===== src/rtl/wb_ic_pkg.sv =====
// Shared types and constants for the N-slave Wishbone interconnect.
package wb_ic_pkg;

  localparam int ADR_W = 32;
  localparam logic [ADR_W-1:0] ERR_DATA = 32'h0;

  typedef enum logic [1:0] {
    IDLE     = 2'd0,
    ACTIVE   = 2'd1,
    ERR_ACK  = 2'd2,
    ERR_WAIT = 2'd3
  } state_t;

endpackage


===== src/rtl/wishbone_interconnect_n_if.sv =====
// Bus bundle between one Wishbone master, the interconnect and NUM_SLAVES slaves.
interface wishbone_interconnect_n_if #(
  parameter int NUM_SLAVES = 2
);
  // Classic Wishbone: a transfer is offered while cyc & stb are high and
  // completes in the cycle ack is high; the master must drop or advance stb
  // after each ack, and a new request is one strobe per ack.
  logic                    m_we_i;
  logic                    m_cyc_i;
  logic                    m_stb_i;
  logic [31:0]             m_adr_i;
  logic [31:0]             m_dat_i;
  logic [31:0]             m_dat_o;
  logic                    m_ack_o;
  logic                    m_int_o;
  logic [NUM_SLAVES-1:0]   s_we_o;
  logic [NUM_SLAVES-1:0]   s_cyc_o;
  logic [NUM_SLAVES-1:0]   s_stb_o;
  logic [31:0]             s_adr_o;
  logic [31:0]             s_dat_o;
  logic [32*NUM_SLAVES-1:0] s_dat_i;
  logic [NUM_SLAVES-1:0]   s_ack_i;
  logic [NUM_SLAVES-1:0]   s_int_i;
  logic                    bus_err_o;
  logic [31:0]             err_adr_o;

  // Interconnect view.
  modport slave (
    input  m_we_i, m_cyc_i, m_stb_i, m_adr_i, m_dat_i, s_dat_i, s_ack_i, s_int_i,
    output m_dat_o, m_ack_o, m_int_o, s_we_o, s_cyc_o, s_stb_o, s_adr_o, s_dat_o,
           bus_err_o, err_adr_o
  );

  // Environment view: the master plus the slave set.
  modport master (
    output m_we_i, m_cyc_i, m_stb_i, m_adr_i, m_dat_i, s_dat_i, s_ack_i, s_int_i,
    input  m_dat_o, m_ack_o, m_int_o, s_we_o, s_cyc_o, s_stb_o, s_adr_o, s_dat_o,
           bus_err_o, err_adr_o
  );
endinterface


===== src/rtl/wb_ic_decode.sv =====
// Combinational slave-select extraction and range check.
module wb_ic_decode
  import wb_ic_pkg::*;
#(
  parameter int NUM_SLAVES = 2,
  parameter int SEL_LSB    = 24
) (
  input  logic [ADR_W-1:0]         adr,
  output logic [ADR_W-SEL_LSB-1:0] sel_idx,
  output logic                     sel_valid
);

  assign sel_idx   = adr[ADR_W-1:SEL_LSB];
  assign sel_valid = 32'(sel_idx) < 32'(NUM_SLAVES);

endmodule


===== src/rtl/wishbone_interconnect_n.sv =====
// Single-master, N-slave Wishbone interconnect with latched decode and error ack.
// Optional bus-timeout watchdog enabled by defining WB_IC_TIMEOUT_EN.
module wishbone_interconnect_n
  import wb_ic_pkg::*;
#(
  parameter int NUM_SLAVES     = 2,
  parameter int SEL_LSB        = 24,
  parameter int TIMEOUT_CYCLES = 1024
) (
  input  logic                        clk,
  input  logic                        rst,
  wishbone_interconnect_n_if.slave    bus,
  output state_t                      fsm_state
);

  localparam int SEL_W = ADR_W - SEL_LSB;
  localparam logic [ADR_W-1:0] ADR_MASK = (32'd1 << SEL_LSB) - 32'd1;

  state_t                state, state_nxt;
  logic [SEL_W-1:0]      sel, sel_idx;
  logic                  sel_valid;
  logic [NUM_SLAVES-1:0] sel_oh;
  logic                  slave_ack;
  logic [31:0]           slave_dat;
  logic                  capture_err;
  logic                  timeout;

  wb_ic_decode #(.NUM_SLAVES(NUM_SLAVES), .SEL_LSB(SEL_LSB)) u_decode (
    .adr       (bus.m_adr_i),
    .sel_idx   (sel_idx),
    .sel_valid (sel_valid)
  );

  // Mux keyed by the latched select, never the live address field.
  always_comb begin
    sel_oh    = '0;
    slave_dat = ERR_DATA;
    for (int k = 0; k < NUM_SLAVES; k++) begin
      if (sel == SEL_W'(k)) begin
        sel_oh[k] = 1'b1;
        slave_dat = bus.s_dat_i[32*k +: 32];
      end
    end
  end

  assign slave_ack   = |(bus.s_ack_i & sel_oh);
  assign bus.s_adr_o = bus.m_adr_i & ADR_MASK;
  assign bus.s_dat_o = bus.m_dat_i;
  assign fsm_state   = state;

`ifdef WB_IC_TIMEOUT_EN
  localparam int CNT_W = $clog2(TIMEOUT_CYCLES) + 1;
  logic [CNT_W-1:0] wd_cnt;

  assign timeout = (state == ACTIVE) && bus.m_cyc_i && bus.m_stb_i && !slave_ack &&
                   (wd_cnt == CNT_W'(TIMEOUT_CYCLES - 1));

  always_ff @(posedge clk) begin
    if (rst || state != ACTIVE || state_nxt != ACTIVE || slave_ack) begin
      wd_cnt <= '0;
    end else if (bus.m_stb_i) begin
      wd_cnt <= wd_cnt + 1'b1;
    end
  end
`else
  assign timeout = 1'b0;
`endif

  always_comb begin
    state_nxt     = state;
    capture_err   = 1'b0;
    bus.s_cyc_o   = '0;
    bus.s_stb_o   = '0;
    bus.s_we_o    = '0;
    bus.m_ack_o   = 1'b0;
    bus.m_dat_o   = ERR_DATA;
    bus.bus_err_o = 1'b0;
    case (state)
      IDLE: begin
        if (bus.m_cyc_i && bus.m_stb_i) begin
          state_nxt   = sel_valid ? ACTIVE : ERR_ACK;
          capture_err = !sel_valid;
        end
      end
      ACTIVE: begin
        bus.s_cyc_o = sel_oh & {NUM_SLAVES{bus.m_cyc_i}};
        bus.s_stb_o = sel_oh & {NUM_SLAVES{bus.m_stb_i}};
        bus.s_we_o  = sel_oh & {NUM_SLAVES{bus.m_we_i}};
        bus.m_ack_o = slave_ack;
        bus.m_dat_o = slave_dat;
        if (!bus.m_cyc_i) begin
          state_nxt = IDLE;
        end else if (timeout) begin
          state_nxt   = ERR_ACK;
          capture_err = 1'b1;
        end
      end
      ERR_ACK: begin
        bus.m_ack_o   = 1'b1;
        bus.bus_err_o = 1'b1;
        state_nxt     = ERR_WAIT;
      end
      ERR_WAIT: begin
        if (!bus.m_cyc_i) begin
          state_nxt = IDLE;
        end else if (bus.m_stb_i) begin
          state_nxt = ERR_ACK;
        end
      end
      default: state_nxt = IDLE;
    endcase
  end

  always_ff @(posedge clk) begin
    if (rst) begin
      state         <= IDLE;
      sel           <= '0;
      bus.err_adr_o <= '0;
      bus.m_int_o   <= 1'b0;
    end else begin
      state       <= state_nxt;
      bus.m_int_o <= |bus.s_int_i;
      if (state == IDLE && bus.m_cyc_i && bus.m_stb_i) begin
        sel <= sel_idx;
      end
      if (capture_err) begin
        bus.err_adr_o <= bus.m_adr_i;
      end
    end
  end

endmodule


===== src/flat_wrapper.sv =====
// flat-port wrapper written by rule: the top's interface ports become plain ports
module wishbone_interconnect_n_flat import wb_ic_pkg::*;
#(
  parameter int NUM_SLAVES     = 2,
  parameter int SEL_LSB        = 24,
  parameter int TIMEOUT_CYCLES = 1024
)
  (clk, rst, fsm_state, bus_m_we_i, bus_m_cyc_i, bus_m_stb_i, bus_m_adr_i, bus_m_dat_i, bus_s_dat_i, bus_s_ack_i, bus_s_int_i, bus_m_dat_o, bus_m_ack_o, bus_m_int_o, bus_s_we_o, bus_s_cyc_o, bus_s_stb_o, bus_s_adr_o, bus_s_dat_o, bus_bus_err_o, bus_err_adr_o);
  wishbone_interconnect_n_if #(.NUM_SLAVES(NUM_SLAVES)) bus_i ();
  input  logic clk;
  input  logic rst;
  output state_t fsm_state;
  input wire logic [$bits(bus_i.m_we_i)-1:0] bus_m_we_i;
  input wire logic [$bits(bus_i.m_cyc_i)-1:0] bus_m_cyc_i;
  input wire logic [$bits(bus_i.m_stb_i)-1:0] bus_m_stb_i;
  input wire logic [$bits(bus_i.m_adr_i)-1:0] bus_m_adr_i;
  input wire logic [$bits(bus_i.m_dat_i)-1:0] bus_m_dat_i;
  input wire logic [$bits(bus_i.s_dat_i)-1:0] bus_s_dat_i;
  input wire logic [$bits(bus_i.s_ack_i)-1:0] bus_s_ack_i;
  input wire logic [$bits(bus_i.s_int_i)-1:0] bus_s_int_i;
  output wire logic [$bits(bus_i.m_dat_o)-1:0] bus_m_dat_o;
  output wire logic [$bits(bus_i.m_ack_o)-1:0] bus_m_ack_o;
  output wire logic [$bits(bus_i.m_int_o)-1:0] bus_m_int_o;
  output wire logic [$bits(bus_i.s_we_o)-1:0] bus_s_we_o;
  output wire logic [$bits(bus_i.s_cyc_o)-1:0] bus_s_cyc_o;
  output wire logic [$bits(bus_i.s_stb_o)-1:0] bus_s_stb_o;
  output wire logic [$bits(bus_i.s_adr_o)-1:0] bus_s_adr_o;
  output wire logic [$bits(bus_i.s_dat_o)-1:0] bus_s_dat_o;
  output wire logic [$bits(bus_i.bus_err_o)-1:0] bus_bus_err_o;
  output wire logic [$bits(bus_i.err_adr_o)-1:0] bus_err_adr_o;
  assign bus_i.m_we_i = bus_m_we_i;
  assign bus_i.m_cyc_i = bus_m_cyc_i;
  assign bus_i.m_stb_i = bus_m_stb_i;
  assign bus_i.m_adr_i = bus_m_adr_i;
  assign bus_i.m_dat_i = bus_m_dat_i;
  assign bus_i.s_dat_i = bus_s_dat_i;
  assign bus_i.s_ack_i = bus_s_ack_i;
  assign bus_i.s_int_i = bus_s_int_i;
  assign bus_m_dat_o = bus_i.m_dat_o;
  assign bus_m_ack_o = bus_i.m_ack_o;
  assign bus_m_int_o = bus_i.m_int_o;
  assign bus_s_we_o = bus_i.s_we_o;
  assign bus_s_cyc_o = bus_i.s_cyc_o;
  assign bus_s_stb_o = bus_i.s_stb_o;
  assign bus_s_adr_o = bus_i.s_adr_o;
  assign bus_s_dat_o = bus_i.s_dat_o;
  assign bus_bus_err_o = bus_i.bus_err_o;
  assign bus_err_adr_o = bus_i.err_adr_o;
  wishbone_interconnect_n #(.NUM_SLAVES(NUM_SLAVES), .SEL_LSB(SEL_LSB), .TIMEOUT_CYCLES(TIMEOUT_CYCLES)) u_core (.clk(clk), .rst(rst), .bus(bus_i), .fsm_state(fsm_state));
endmodule

===== config.mk =====
export PLATFORM = sky130hd
export DESIGN_NAME = wishbone_interconnect_n_flat
export DESIGN_NICKNAME = d
export VERILOG_FILES = /design/src/rtl/wb_ic_pkg.sv /design/src/rtl/wishbone_interconnect_n_if.sv /design/src/rtl/wb_ic_decode.sv /design/src/rtl/wishbone_interconnect_n.sv /design/src/flat_wrapper.sv
export SDC_FILE = /design/constraint.sdc
export NUM_CORES = 1
export LEC_CHECK = 0
export ABC_CLOCK_PERIOD_IN_PS = 3900
export CORE_AREA = 2 2 106 108
export CTS_CLUSTER_DIAMETER = 80
export CTS_CLUSTER_SIZE = 16
export DETAILED_ROUTE_END_ITERATION = 8
export DIE_AREA = 0 0 108 110
export HOLD_SLACK_MARGIN = 0.06
export PLACE_DENSITY = 0.73
export SETUP_SLACK_MARGIN = 0.15
export SKIP_CTS_REPAIR_TIMING = 1
export SLEW_MARGIN = 20
export SYNTH_ARGS = -nofsm -noshare
export SYNTH_HDL_FRONTEND = slang
export SYNTH_SLANG_ARGS = --single-unit

===== constraint.sdc =====
create_clock -name clk -period 3.9 [get_ports clk]
set_clock_uncertainty 0.05 [all_clocks]
set_input_delay 0.78 -clock clk [delete_from_list [all_inputs] [get_ports clk]]
set_output_delay 0.78 -clock clk [all_outputs]
set_load 0.1 [all_outputs]

# [Word-level counts from Yosys, hierarchy flattened]
# Index checks and enable logic that the tools add are counted.
[op_classes] n_lt_le_gt_ge=1 eq_ne=7 muxes=18 n_bitwise=4 reduce_logical=9
[ops] operator="32-bit 2-to-1 mux" n=3
[ops] operator="2-bit 2-to-1 mux" n=8
[ops] operator="2-bit bitwise AND" n=4
[ops] operator="8-bit by 1-bit == test with 1-bit output (second input constant)" n=1
[ops] operator="8-bit logical NOT" n=1
[ops] operator="8-bit by 2-bit less-than comparator with 1-bit output (second input constant)" n=1
[ops] operator="2-bit case mux with 4 select lines" n=1
[ops] operator="1-bit 2-to-1 mux" n=5
[ops] operator="2-bit == test (second input constant)" n=2
[ops] operator="2-bit OR reduction" n=2
[ops] operator="1-bit logical AND" n=3
[ops] operator="3-bit != test (second input constant)" n=1
[ops] operator="3-bit AND reduction" n=1
[ops] operator="2-bit by 1-bit == test with 1-bit output (second input constant)" n=1
[ops] operator="2-bit logical NOT" n=1
[ops] operator="2-bit by 1-bit != test with 1-bit output (second input constant)" n=1
[ops] operator="2-bit != test (second input constant)" n=1
[ops] operator="1-bit case mux with 2 select lines" n=1
[ops] operator="1-bit logical NOT" n=1
[word_totals] ff_bits=43 inputBits=137 output_inout_bits=139 wordCells=43

# [Logic depth before layout (Yosys ltp)]
# Gate-level depths: netlist of run 1.
[depth] ltp_word=5 ltp_mapped=6 mapped_depth_nobuf=5

# [Hierarchy]
# From an unflattened synthesis of run 1, not the netlist that was laid out.
[unflattened] cells_unflattened=365 area_unflattened_um2=2793.9
[by_module_without_submodules] module="wishbone_interconnect_n" instances=1 cells_each=355 area_each_um2=2713.9 seq_area_each_um2=860.8
[by_module_without_submodules] module="wb_ic_decode" instances=1 cells_each=10 area_each_um2=80.1 seq_area_each_um2=0.0

# [Worst setup path after synthesis of run 1]
# OpenSTA, ideal clock, no wires.
[synth_timing] kind="flip-flop to output port" start="register u_core.state[0] (netlist: u_core.fsm_state[0])" end="output port bus_s_cyc_o[0]" t_arrival_ns=4.000 required_ns=3.070 slack_ns=-0.930 stages_incl_launch_ff=5 n_path_buf=0 cell_sequence="dfxtp_1 ha_1 nor4b_2 nand2_1 nor3b_1"
[synth_via] elab_chain_cells=2
[synth_lines] element="start: declaration" line_no="wishbone_interconnect_n.sv:19" rtl="state_t state, state_nxt;"
[synth_lines] element="start signal: assignment" line_no="wishbone_interconnect_n.sv:121" rtl="state <= state_nxt;"
[synth_lines] element="2-bit by 1-bit == test with 1-bit output" line_no="wishbone_interconnect_n.sv:78" rtl="case (state)"
[synth_lines] element="2-bit 2-to-1 mux" line_no="wishbone_interconnect_n.sv:78"
[synth_lines] element="end: declaration" line_no="flat_wrapper.sv:25" rtl="output wire logic [$bits(bus_i.s_cyc_o)-1:0] bus_s_cyc_o;"
# Every way passes these cells.

# [Final worst setup path of run 1]
[layout_timing] start="register u_core.state[1] (netlist: u_core.fsm_state[1])" end="output port bus_s_cyc_o[0]"
# Same word-level chain as after synthesis.

==> results.toml, run 1 <==
[synthesis]
netlist_area_sq_um = 3000
yosys.area.top_type = "dfxtp_1"
synth_warnings = 0
async_reset_ff_frac = 0
synth_edf_count = 0
synth_common_cells = "buf_4 (65), mux2i_1 (61), nand2b_1 (59), dfxtp_1 (43), nor2_1 (37)"
synthMuxAreaShare = 0.207
synth_cells = 343
ys.flop_type = "dfxtp_1"
yosys.area.top_type_share = 0.287
synth_adder_area_share = 0.0209
ys_types = 34
synth_area_leaders = "dfxtp_1 (29%), mux2i_1 (20%), buf_4 (16%)"
synth_area_per_cell_sq_um = 8.74
synthSimpleGateAreaFrac = 0.237
synth_top_family_by_area = "simple AND/OR/NAND/NOR gates"
synth-xor-area-share = 0
yosysMostFrequentCell = "buf_4"
synth_compound_area_frac = 0.0463
yosys_register_bits = 43
seq_area_frac_synth = 0.287

[timing]
holdWs_ns = 0.418
worst_pin_slew_ns = 1.03
max_freq_ghz = 0.320
setup_viol = 0
rsz0062_at_grt = "no"
hold_viol_final = 0
slew_violations = 0
slew-limit-headroom = 0.309
fin_crit_sh = 0.800
timing.final.ws_setup_ns = 0.779
period_minus_slack_ns = 3.12

[placed_design]
dpl.hpwl_um = 7740
place_area_sq_um = 4820
post-place-ws_ns = 1.02
io_buffer_count = 203
place_congestion = 0.902

[hold_path]
hold_path.class = "reg2reg"
hold_start = "u_core.sel[1]"

[layout]
post-route-util = 0.461
num_antenna_cells = 0
synthToLayoutAreaGrowth_pct = 64.5
seq_area_sq_um = 862
multi_input_area_sq_um = 1580
layout-drive-gt1-share = 0.188
final_area_sq_um = 4930
nFillCells = 1011
nets = 622

[floorplan]
dieArea_sq_um = 11900
rows = 38
start_util = 0.280
die_h_um = 110
core_sq_um = 10700
die_w_um = 108
io_pins = 276

[global_routing]
grt_overflow_total = 0
grt_max_degree = 77
grt_pass1_vias = 2613
grt_usage = 0.147
grt_pass1_wl_um = 13600
antenna_found_initial = 0

[clocking]
cts-buffers-inserted = 5
cts_tree = "done"
clk_latency_ns = 0.28
htreeDepth = 2
clkSinkCount = 43
path_clk_slew_ns = 0.08
clock-root-buffer = "clkbuf_8"
cts.path.max_buffers = 2

[worst_setup_path]
required_ns = 3.07
worstPathMaxFanout = 33
critPathLaunchType = "flip-flop"
worstPathCellList = "inv_1, ha_1, nor4b_2, nand2_1, buf_4, nor3b_2, buf_12"
cp_slowest_cell = "dfxtp_1"
slowest_delay_ns = 0.37
worstSetupStartpoint = "u_core.fsm_state[1]"
end_kind = "primary output"
worstReg2RegStart = "u_core.fsm_state[0]"
worstSetupPathType = "reg2out"
crit_arrival_ns = 2.29

[detailed_routing]
ant_nets = 0
drtPass1Iterations = 5
drcViolationCount = 0
dr.first_iter.drc_count = 103
wirelength_um = 9480
vias_per_cell = 4.43
drt-wirelength-per-cell_um = 15.3
vias = 2746

[power]
vdd_drop_max_mv = 0.370
p_leak_nw = 1.85
p_per_area_nw_per_um2 = 546

[job]
cap_violations = 0

[run_status]
status = "finished clean"
-- metrics by stage --
step	total power [mW]	TNS, ns	cells
2_1_floorplan	2.03	-5.72	350
5_1_grt	2.80	0	620
6_report	2.69	0	620
3_3_place_gp	2.36	0	613
4_1_cts	2.72	0	620
3_5_place_dp	2.37	0	613
-- cell type report --
cell class / instances / area share
clock buffers: 5 / 0.0140
clock inverters: 2 / 0.00761
inverters: 2 / 0.00152
multi-input cells: 221 / 0.321
flip-flops and latches: 43 / 0.175
well taps: 140 / 0.0355
repair buffers: 207 / 0.446
-- final timing paths --
kind / slack, ns / cells after the start / to
setup / recovery: 0.78 / 7 / bus_s_cyc_o[0]
hold reg to reg: 0.42 / 2 / u_core.sel[1]
setup reg to reg: 1.74 / 6 / u_core.bus.err_adr_o[16]
hold / removal: 0.42 / 2 / u_core.sel[1]
-- sequential cells by signal, indices dropped and copies added (netlist names) --
signal,flops
u_core.bus.m_int_o,1
u_core.fsm_state,2
u_core.sel,8
u_core.bus.err_adr_o,32
-- power by group --
group	internal (mW)	leakage, nW	total (mW)	switching (mW)
Sequential	0.497	0.351	0.546	0.0485
Clock	0.187	0.0502	0.338	0.150
Combinational	0.533	1.45	1.81	1.28
Total	1.22	1.85	2.69	1.48
-- cells in the final DEF, fill, tap and decap left out, types with 8 or more instances in the layout --
cell / instances
buf_12: 24
dfxtp_1: 42
conb_1: 8
nand2b_1: 59
nor2_1: 37
mux2i_1: 61
clkdlybuf4s50_1: 138
nand2_1: 12
buf_4: 44
-- logic make-up (layout without fill, tap and decap cells) --
family	Yosys count	after routing
buffers and inverters	86	216
and+or+nand+nor	126	126
AOI/OAI and AO/OA	20	20
adders and majority gates	5	5
DFF	43	43
muxes	62	62
other	1	8
-- metal layers --
layer,GRT usage,wire length [um],vias up
met5,0,0,-
met4,0.0403,120,0
met1,0.155,3490,1245
li1,-,-,1333
met3,0.0511,996,8
met2,0.279,4880,160
-- worst max-delay path: cells and delay by family, from the launching register on --
family	cells	cell delay (ns)
buffers and inverters	3	0.61
and+or+nand+nor	3	0.80
DFF	1	0.37
adders and majority gates	1	0.21
(Power assumes the default switching activity.)
==> run 2: changes to the inputs <==
- ABC_CLOCK_PERIOD_IN_PS: 3900 -> 2600
- CORE_AREA: 2 2 106 108 -> default
- CORE_ASPECT_RATIO: default -> 0.6
- CORE_UTILIZATION: default -> 28
- DIE_AREA: 0 0 108 110 -> default
- PLACE_DENSITY: 0.73 -> 0.76
- clock period: 3.9 -> 2.6 ns (I/O delays scaled with it)
==> results.toml, run 2 (synthesis gave the netlist of run 1 again) <==
[detailed_routing]
vias = 2763
wl_met1_um = 4490
drt-wirelength-per-cell_um = 16.6
dr_wl_met3_um = 684
top_layer_used = "met4"
vias_per_cell = 4.39
drcViolationCount = 0
wirelength_um = 10400
ant_nets = 0
drtPass1Iterations = 4
dr.first_iter.drc_count = 86
wl_met2_um = 5160

[clocking]
cts_tree = "done"
clk_latency_ns = 0.28
htreeDepth = 2
clock-root-buffer = "clkbuf_16"
clkSinkCount = 43
cts-buffers-inserted = 5
path_clk_slew_ns = 0.06
cts.path.max_buffers = 2

[timing]
period_minus_slack_ns = 2.47
worst_pin_slew_ns = 0.728
slew_violations = 0
slew-limit-headroom = 0.515
max_freq_ghz = 0.405
rsz0062_at_grt = "yes"
hold_viol_final = 0
fin_crit_sh = 0.951
setup_viol = 0

[placed_design]
place_congestion = 0.760
dpl.hpwl_um = 8730
dp.cells = 612
io_buffer_count = 203

[global_routing]
grt_usage = 0.178
grt_pass1_wl_um = 14900
grt_pass1_vias = 2700
antenna_found_initial = 0
grt_max_degree = 54
grt_overflow_total = 0

[layout]
synthToLayoutAreaGrowth_pct = 95.5
largest_reg_flops = 32
multi_input_area_sq_um = 1870
layout-drive-gt1-share = 0.362
final_cell_mix = "clkdlybuf4s50_1 (103), buf_12 (67), mux2i_1 (61)"
num_antenna_cells = 0
largest-register = "u_core.bus.err_adr_o"
post-route-util = 0.579
nFillCells = 851
seq_area_sq_um = 870
stdcell_count = 629
mostFrequentLayoutCell = "clkdlybuf4s50_1"
nets = 635

[worst_setup_path]
end_kind = "primary output"
worstSetupPathType = "reg2out"
worstPathMaxFanout = 6
critPathLaunchType = "flip-flop"
crit_arrival_ns = 1.90
rrSetupSlack_ns = 0.85
required_ns = 2.03

[job]
cap_violations = 0

[run_status]
status = "finished clean"

[floorplan]
die_h_um = 82.2
die_w_um = 136
start_util = 0.296
io_pins = 276
rows = 28
core_sq_um = 10100
dieArea_sq_um = 11100

[power]
p_leak_nw = 2.22
p_per_area_nw_per_um2 = 831
report.power.total_mw = 4.87
vdd_drop_max_mv = 0.556

[hold_path]
hold_path.class = "reg2reg"
-- run 2: final timing paths --
path                                 from                      end  depth (start not counted)
setup / recovery      u_core.fsm_state[1]           bus_s_stb_o[0]                          7
hold reg to reg   u_core.bus.err_adr_o[3]  u_core.bus.err_adr_o[3]                          2
hold / removal    u_core.bus.err_adr_o[3]  u_core.bus.err_adr_o[3]                          2
setup reg to reg      u_core.fsm_state[1]  u_core.bus.err_adr_o[7]                          7
-- run 2: area by class of cell --
cell class / instances / area share
Clock buffer: 5 / 0.0214
Clock inverter: 3 / 0.0122
Inverter: 2 / 0.00171
Multi-Input combinational cell: 221 / 0.319
Sequential cell: 43 / 0.148
Tap cell: 135 / 0.0288
Timing Repair Buffer: 220 / 0.469
-- run 2: stage by stage --
| step | hold slack, ns | cell area [sq um] | setup WS [ns] | setup TNS [ns] |
|---|---|---|---|---|
| floorplan | 0.397 | 3330 | 0.00416 | 0 |
| detailed placement | 0.417 | 5570 | 0.237 | 0 |
| CTS | 0.429 | 5760 | -0.0866 | -1.03 |
| global placement | 0.409 | 5570 | 0.318 | 0 |
| global route | 0.445 | 5860 | 0.0374 | 0 |
| finish | 0.426 | 5860 | 0.128 | 0 |
-- run 2: routing by layer --
metal  vias to the layer above  global-route usage
met4                         0              0.0438
met3                         9              0.0659
met2                       102               0.287
li1                       1362                   -
met5                         -                   0
met1                      1290               0.226
-- run 2: critical path: stages, from the launching register on --
cell     delay [ns]
dfxtp_4        0.36
inv_4          0.06
ha_4           0.12
nor4b_4        0.31
nand2_4        0.16
buf_4          0.18
nor3b_4        0.23
buf_12         0.20
-- run 2: power by group --
| group | switching (mW) | internal (mW) |
|---|---|---|
| combinational | 2.14 | 1.08 |
| sequential | 0.0656 | 0.754 |
| clock | 0.278 | 0.557 |
